==> config.mk <==
export PLATFORM = sky130hd
export DESIGN_NAME = rr_arbiter_wslice
export DESIGN_NICKNAME = d
export VERILOG_FILES = /design/src/rtl/rr_arbiter_wslice.sv
export SDC_FILE = /design/constraint.sdc
export NUM_CORES = 1
export LEC_CHECK = 0
export ABC_AREA = 1
export CAP_MARGIN = 30
export CORE_MARGIN = 2
export CORE_UTILIZATION = 55
export DETAILED_ROUTE_END_ITERATION = 10
export PLACE_DENSITY = 0.81
export SLEW_MARGIN = 20
export SYNTH_ARGS = -nofsm -noshare
export SYNTH_HDL_FRONTEND = slang
export SYNTH_SLANG_ARGS = --single-unit
==> constraint.sdc <==
create_clock -name clk -period 6.1 [get_ports clk]
set_input_delay 0.61 -clock clk [delete_from_list [all_inputs] [get_ports clk]]
set_output_delay 0.61 -clock clk [all_outputs]
set_load 0.005 [all_outputs]
==> src/rtl/rr_arbiter_wslice.sv <==
// Round-robin arbiter with a per-requester time slice (quantum).
// Every output is registered, so there is no combinational path from req to gnt.
module rr_arbiter_wslice #(
    parameter int N  = 4,
    parameter int CW = 4,
    localparam int IW = (N > 1) ? $clog2(N) : 1
) (
    input  logic            clk,
    input  logic            rst_n,
    input  logic            en,
    input  logic [N-1:0]    req,
    input  logic [N*CW-1:0] slice_len,
    output logic [N-1:0]    gnt,
    output logic [IW-1:0]   gnt_id,
    output logic            gnt_valid,
    output logic            slice_end
);

    typedef enum logic {IDLE, GRANT} state_t;

    state_t          state_q, state_d;
    logic [N-1:0]    gnt_q, gnt_d;
    logic [IW-1:0]   id_q, id_d;
    logic [IW-1:0]   ptr_q, ptr_d;
    logic [CW-1:0]   cnt_q, cnt_d;
    logic [CW-1:0]   qlen_q, qlen_d;
    logic            gv_q, gv_d;
    logic            se_q, se_d;

    logic            do_start;
    logic            go_idle;
    logic [IW-1:0]   nh;
    logic [IW:0]     srch;

    // Returns {found, index} of the first set mask bit, scanning start, start+1, ... mod N.
    function automatic logic [IW:0] search(input logic [IW-1:0] start, input logic [N-1:0] mask);
        logic [IW:0] r;
        int          j;
        r = '0;
        for (int k = N - 1; k >= 0; k--) begin
            j = (int'(start) + k) % N;
            if (mask[j]) r = {1'b1, IW'(j)};
        end
        return r;
    endfunction

    function automatic logic [IW-1:0] nxt_idx(input logic [IW-1:0] h);
        return IW'((int'(h) + 1) % N);
    endfunction

    function automatic logic [N-1:0] onehot(input logic [IW-1:0] i);
        logic [N-1:0] v;
        v    = '0;
        v[i] = 1'b1;
        return v;
    endfunction

    // A zero-length quantum would never expire; treat it as one cycle.
    function automatic logic [CW-1:0] fix_len(input logic [CW-1:0] f);
        return (f == '0) ? CW'(1) : f;
    endfunction

    always_comb begin
        state_d  = state_q;
        gnt_d    = gnt_q;
        id_d     = id_q;
        ptr_d    = ptr_q;
        cnt_d    = cnt_q;
        qlen_d   = qlen_q;
        do_start = 1'b0;
        go_idle  = 1'b0;
        nh       = id_q;
        srch     = '0;

        if (!en) begin
            go_idle = 1'b1;
        end else begin
            case (state_q)
                IDLE: begin
                    srch = search(ptr_q, req);
                    if (srch[IW]) begin
                        do_start = 1'b1;
                        nh       = srch[IW-1:0];
                    end
                end
                GRANT: begin
                    // Candidates for handover always exclude the current holder.
                    srch = search(nxt_idx(id_q), req & ~onehot(id_q));
                    if (!req[id_q]) begin
                        if (srch[IW]) begin
                            do_start = 1'b1;
                            nh       = srch[IW-1:0];
                        end else begin
                            go_idle = 1'b1;
                        end
                    end else if (cnt_q != qlen_q - CW'(1)) begin
                        cnt_d = cnt_q + CW'(1);
                    end else begin
                        do_start = 1'b1;
                        nh       = srch[IW] ? srch[IW-1:0] : id_q;
                    end
                end
                default: go_idle = 1'b1;
            endcase
        end

        if (go_idle) begin
            state_d = IDLE;
            gnt_d   = '0;
            id_d    = '0;
            cnt_d   = '0;
        end else if (do_start) begin
            state_d = GRANT;
            gnt_d   = onehot(nh);
            id_d    = nh;
            cnt_d   = '0;
            qlen_d  = fix_len(slice_len[nh*CW +: CW]);
            ptr_d   = nxt_idx(nh);
        end

        gv_d = |gnt_d;
        // Registered look-ahead: flag is high during the cycle whose count is the quantum's last.
        se_d = (state_d == GRANT) && (cnt_d == qlen_d - CW'(1));
    end

    always_ff @(posedge clk or negedge rst_n) begin
        if (!rst_n) begin
            state_q <= IDLE;
            gnt_q   <= '0;
            id_q    <= '0;
            ptr_q   <= '0;
            cnt_q   <= '0;
            qlen_q  <= '0;
            gv_q    <= 1'b0;
            se_q    <= 1'b0;
        end else begin
            state_q <= state_d;
            gnt_q   <= gnt_d;
            id_q    <= id_d;
            ptr_q   <= ptr_d;
            cnt_q   <= cnt_d;
            qlen_q  <= qlen_d;
            gv_q    <= gv_d;
            se_q    <= se_d;
        end
    end

    assign gnt       = gnt_q;
    assign gnt_id    = id_q;
    assign gnt_valid = gv_q;
    assign slice_end = se_q;

endmodule

==> impl_metrics.yaml <==
cts:
  cts_made_buffers: 3
  clk_latency_ns: 0.25
  clockRootBuffer: "clkbuf_8"
  cts_tree: "built"
  cts_resized: 0
  cts_sinks: 19
  htreeDepth: 1
  cts_buffer_depth: 2
  post_cts_buffers: 0
  hold_buffers: 0
  clk_pin_slew_worst_paths_ns: 0.07
drt:
  drc: 0
  vias: 2024
  finalWirelength_um: 4511
  antenna_left: 0
  wl_per_cell_um: 11.17
  dr.pass1.iters: 4
  drt_iter0_drc: 157
  avgViaCountPerCell: 5.010
logic_synthesis:
  ys_warn_count: 0
  synth-seq-area-share: 0.2347
  synth_top_area_share: 0.2353
  synth_cells: 326
  syn_area_um2: 2026
  ys_ff_latch: 19
  synth_top_area_cell: "nand2_1"
  synth_cell_types: 32
  synth_compound_area_frac: 0.05127
  synth_xor_area_frac: 0.02162
  syn_avg_cell_area_um2: 6.214
  synth_mux_area_frac: 0
  synthSimpleGateAreaFrac: 0.5090
  yosys.area_share.adder: 0.06794
  synth_top_family_by_area: "simple AND/OR/NAND/NOR gates"
  ys_top_cells_by_area: "nand2_1 (24%), dfrtp_1 (23%), nand3_1 (12%), inv_1 (7.6%), ha_1 (6.8%)"
  syn_nets: 360
min_path:
  hold_class: "reg -> reg"
  hp-start: "gnt[2]$_DFF_PN0_"
timing:
  slew-limit-headroom: 0.5966
  period_needed_ns: 3.678
  finalSetupViolCount: 0
  finalHoldViolCount: 0
  finalSetupTns_ns: 0
  finalCritPeriodShare: 0.6030
  worstMarginPinSlew_ns: 0.6051
  max_freq_mhz: 271.9
  drv_slew: 0
  setup_ws_ns: 2.422
  fin_skew_ns: 0.001033
  rsz0062_at_grt: "no"
grt:
  grt_most_used_layer: "met2"
  grt_pass1_wl_um: 8086
  met3_usage: 0.01910
  grt_start_max_net_pins: 20
  grt-ovfl-total: 0
  grt_usage: 0.2440
  antenna_found_initial: 0
  use_met2: 0.4193
  grtUsageMet1: 0.3297
  grt_pass1_vias: 1891
placed_design:
  io_buffers: 30
  dp_hpwl_um: 3635
  place.gp.congestion: 0.9472
  dp.cells: 399
  pre_cts_slack_ns: 2.411
layout:
  final_common_cell: "nand2_1"
  drive_gt1_frac: 0.08989
  final_cell_mix: "nand2_1 (127), nand3_1 (49), inv_1 (41)"
  instances_no_fill: 404
  area_growth_pct: 18.28
  n_antenna_cell: 0
  nets: 391
critical_path:
  reg2reg_setup_slack_ns: 2.42
  end_kind: "flop"
  rr_worst_depth: 25
  crit_end: "slice_end$_DFF_PN0_"
  crit_arrival_ns: 3.87
  rr_startpoint: "gnt_id[0]$_DFFE_PN0P_"
  crit_required_ns: 6.29
  worstSetupPathType: "reg -> reg"
  worstSetupStartpointType: "flop"
  crit_start: "gnt_id[0]$_DFFE_PN0P_"
  rr_endpoint: "slice_end$_DFF_PN0_"
  cp_max_fo: 16
floorplanning:
  dieWidth_um: 64.69
  num_io_pins: 31
  fp.dieArea_um2: 4185
  die_h_um: 64.69
  initial_core_util: 0.5618
  placementRows: 22
  core_region_area_um2: 3606
pwr:
  total_leakage_power_nw: 1.292
  p_switching_mw: 0.6079
  clockPowerShare: 0.075
  seqPwrFrac: 0.198
  swShare: 0.5309
  p_int_mw: 0.5370
  power_mw: 1.145
  peakVddDrop_v: 0.0002400
  p_comb_frac: 0.726
  power_density_nw_per_um2: 477.8
flow_run:
  cap_violations: 0
run_status:
  outcome: "finished, final reports clean"
==> cells in the mapped netlist (all sizes together) <==
cell type and count:
o21a 1, xnor2 2, buf 5, o21ai 7, dfrtp 19, clkinv 1
nand3b 5, a21oi 5, o21bai 1, a22oi 1, or2 1, nand3 52
ha 11, nand4 2, nand2 138, or4 1, nor2 23, a22o 2
inv 46, xor2 3
==> stage by stage <==
step / hold WS, ns / utilization / instance area [µm²]
floorplan: 0.3144 / - / 2026
global placement: 0.4848 / 0.6478 / 2336
detailed placement: 0.4887 / 0.6478 / 2336
CTS: 0.5026 / 0.6603 / 2381
global route: 0.5338 / 0.6645 / 2396
finish: 0.5034 / 0.6645 / 2396
==> worst max-delay path, stage by stage, from the launching register on <==
cell and delay [ns]:
dfrtp_1 0.73, inv_2 0.19, ha_1 0.43, xor2_1 0.18, nand2_1 0.12, nand3_1 0.07
nand2_1 0.08, nand3_1 0.08, nand2_1 0.10, nand2_2 0.15, nand2_4 0.19, nand2_1 0.09
nand2_1 0.06, nand2_1 0.06, nand2_1 0.07, nand2_1 0.06, nor2_2 0.13, nor2_4 0.05
ha_1 0.30, nand2_1 0.07, nand2_1 0.04, nor2_1 0.08, nand2_1 0.06, nor2_1 0.10
nand2_1 0.05, nor2_1 0.07
==> flip-flops by register name (all words and copies together), names as in the netlist <==
name / cells
cnt_q: 4
gnt: 4
qlen_q: 4
gnt_id: 2
ptr_q: 2
gnt_valid: 1
slice_end: 1
state_q: 1
==> routing by layer <==
layer	vias to the layer above	wire length, µm
met4	0	62
met2	54	2102
li1	1085	-
met3	7	192
met1	878	2154
met5	-	0
==> how the worst min path moves through the flow <==
stage	to	slack, ns	cells past startpoint
3_5_place_dp	gnt[2]$_DFF_PN0_	0.49	2
5_1_grt	gnt[2]$_DFF_PN0_	0.53	2
2_1_floorplan	cnt_q[0]$_DFF_PN0_	0.31	0
3_3_place_gp	gnt[3]$_DFF_PN0_	0.48	2
6_report	gnt[2]$_DFF_PN0_	0.50	2
4_1_cts	gnt[2]$_DFF_PN0_	0.50	2
==> cells by family after synthesis <==
family	count (synthesis)
AND/OR/NAND/NOR	222
buffers and inverters	52
flip-flops	19
AO/OA/AOI/OAI	17
adder cells (fa/ha/maj)	11
XOR/XNOR	5
==> cell type report <==
cell class              count  area (µm²)
clock buffers               4       45.04
flip-flops and latches     19       475.5
repair buffers             31       315.3
fillers                   325        1210
multi-input cells         255        1316
well taps                  48       60.06
inverters                  47       183.9
==> power by group through the flow <==
stage	Clock [mW]	Sequential, mW	Combinational (mW)
after CTS	0.0880	0.226	0.829
after global routing	0.0949	0.233	0.958
after floorplan	0	0.204	0.684
after detailed placement	0	0.229	0.824
final	0.0864	0.227	0.832
after global placement	0	0.227	0.804
No activity file was read; power rests on OpenSTA's default activity.
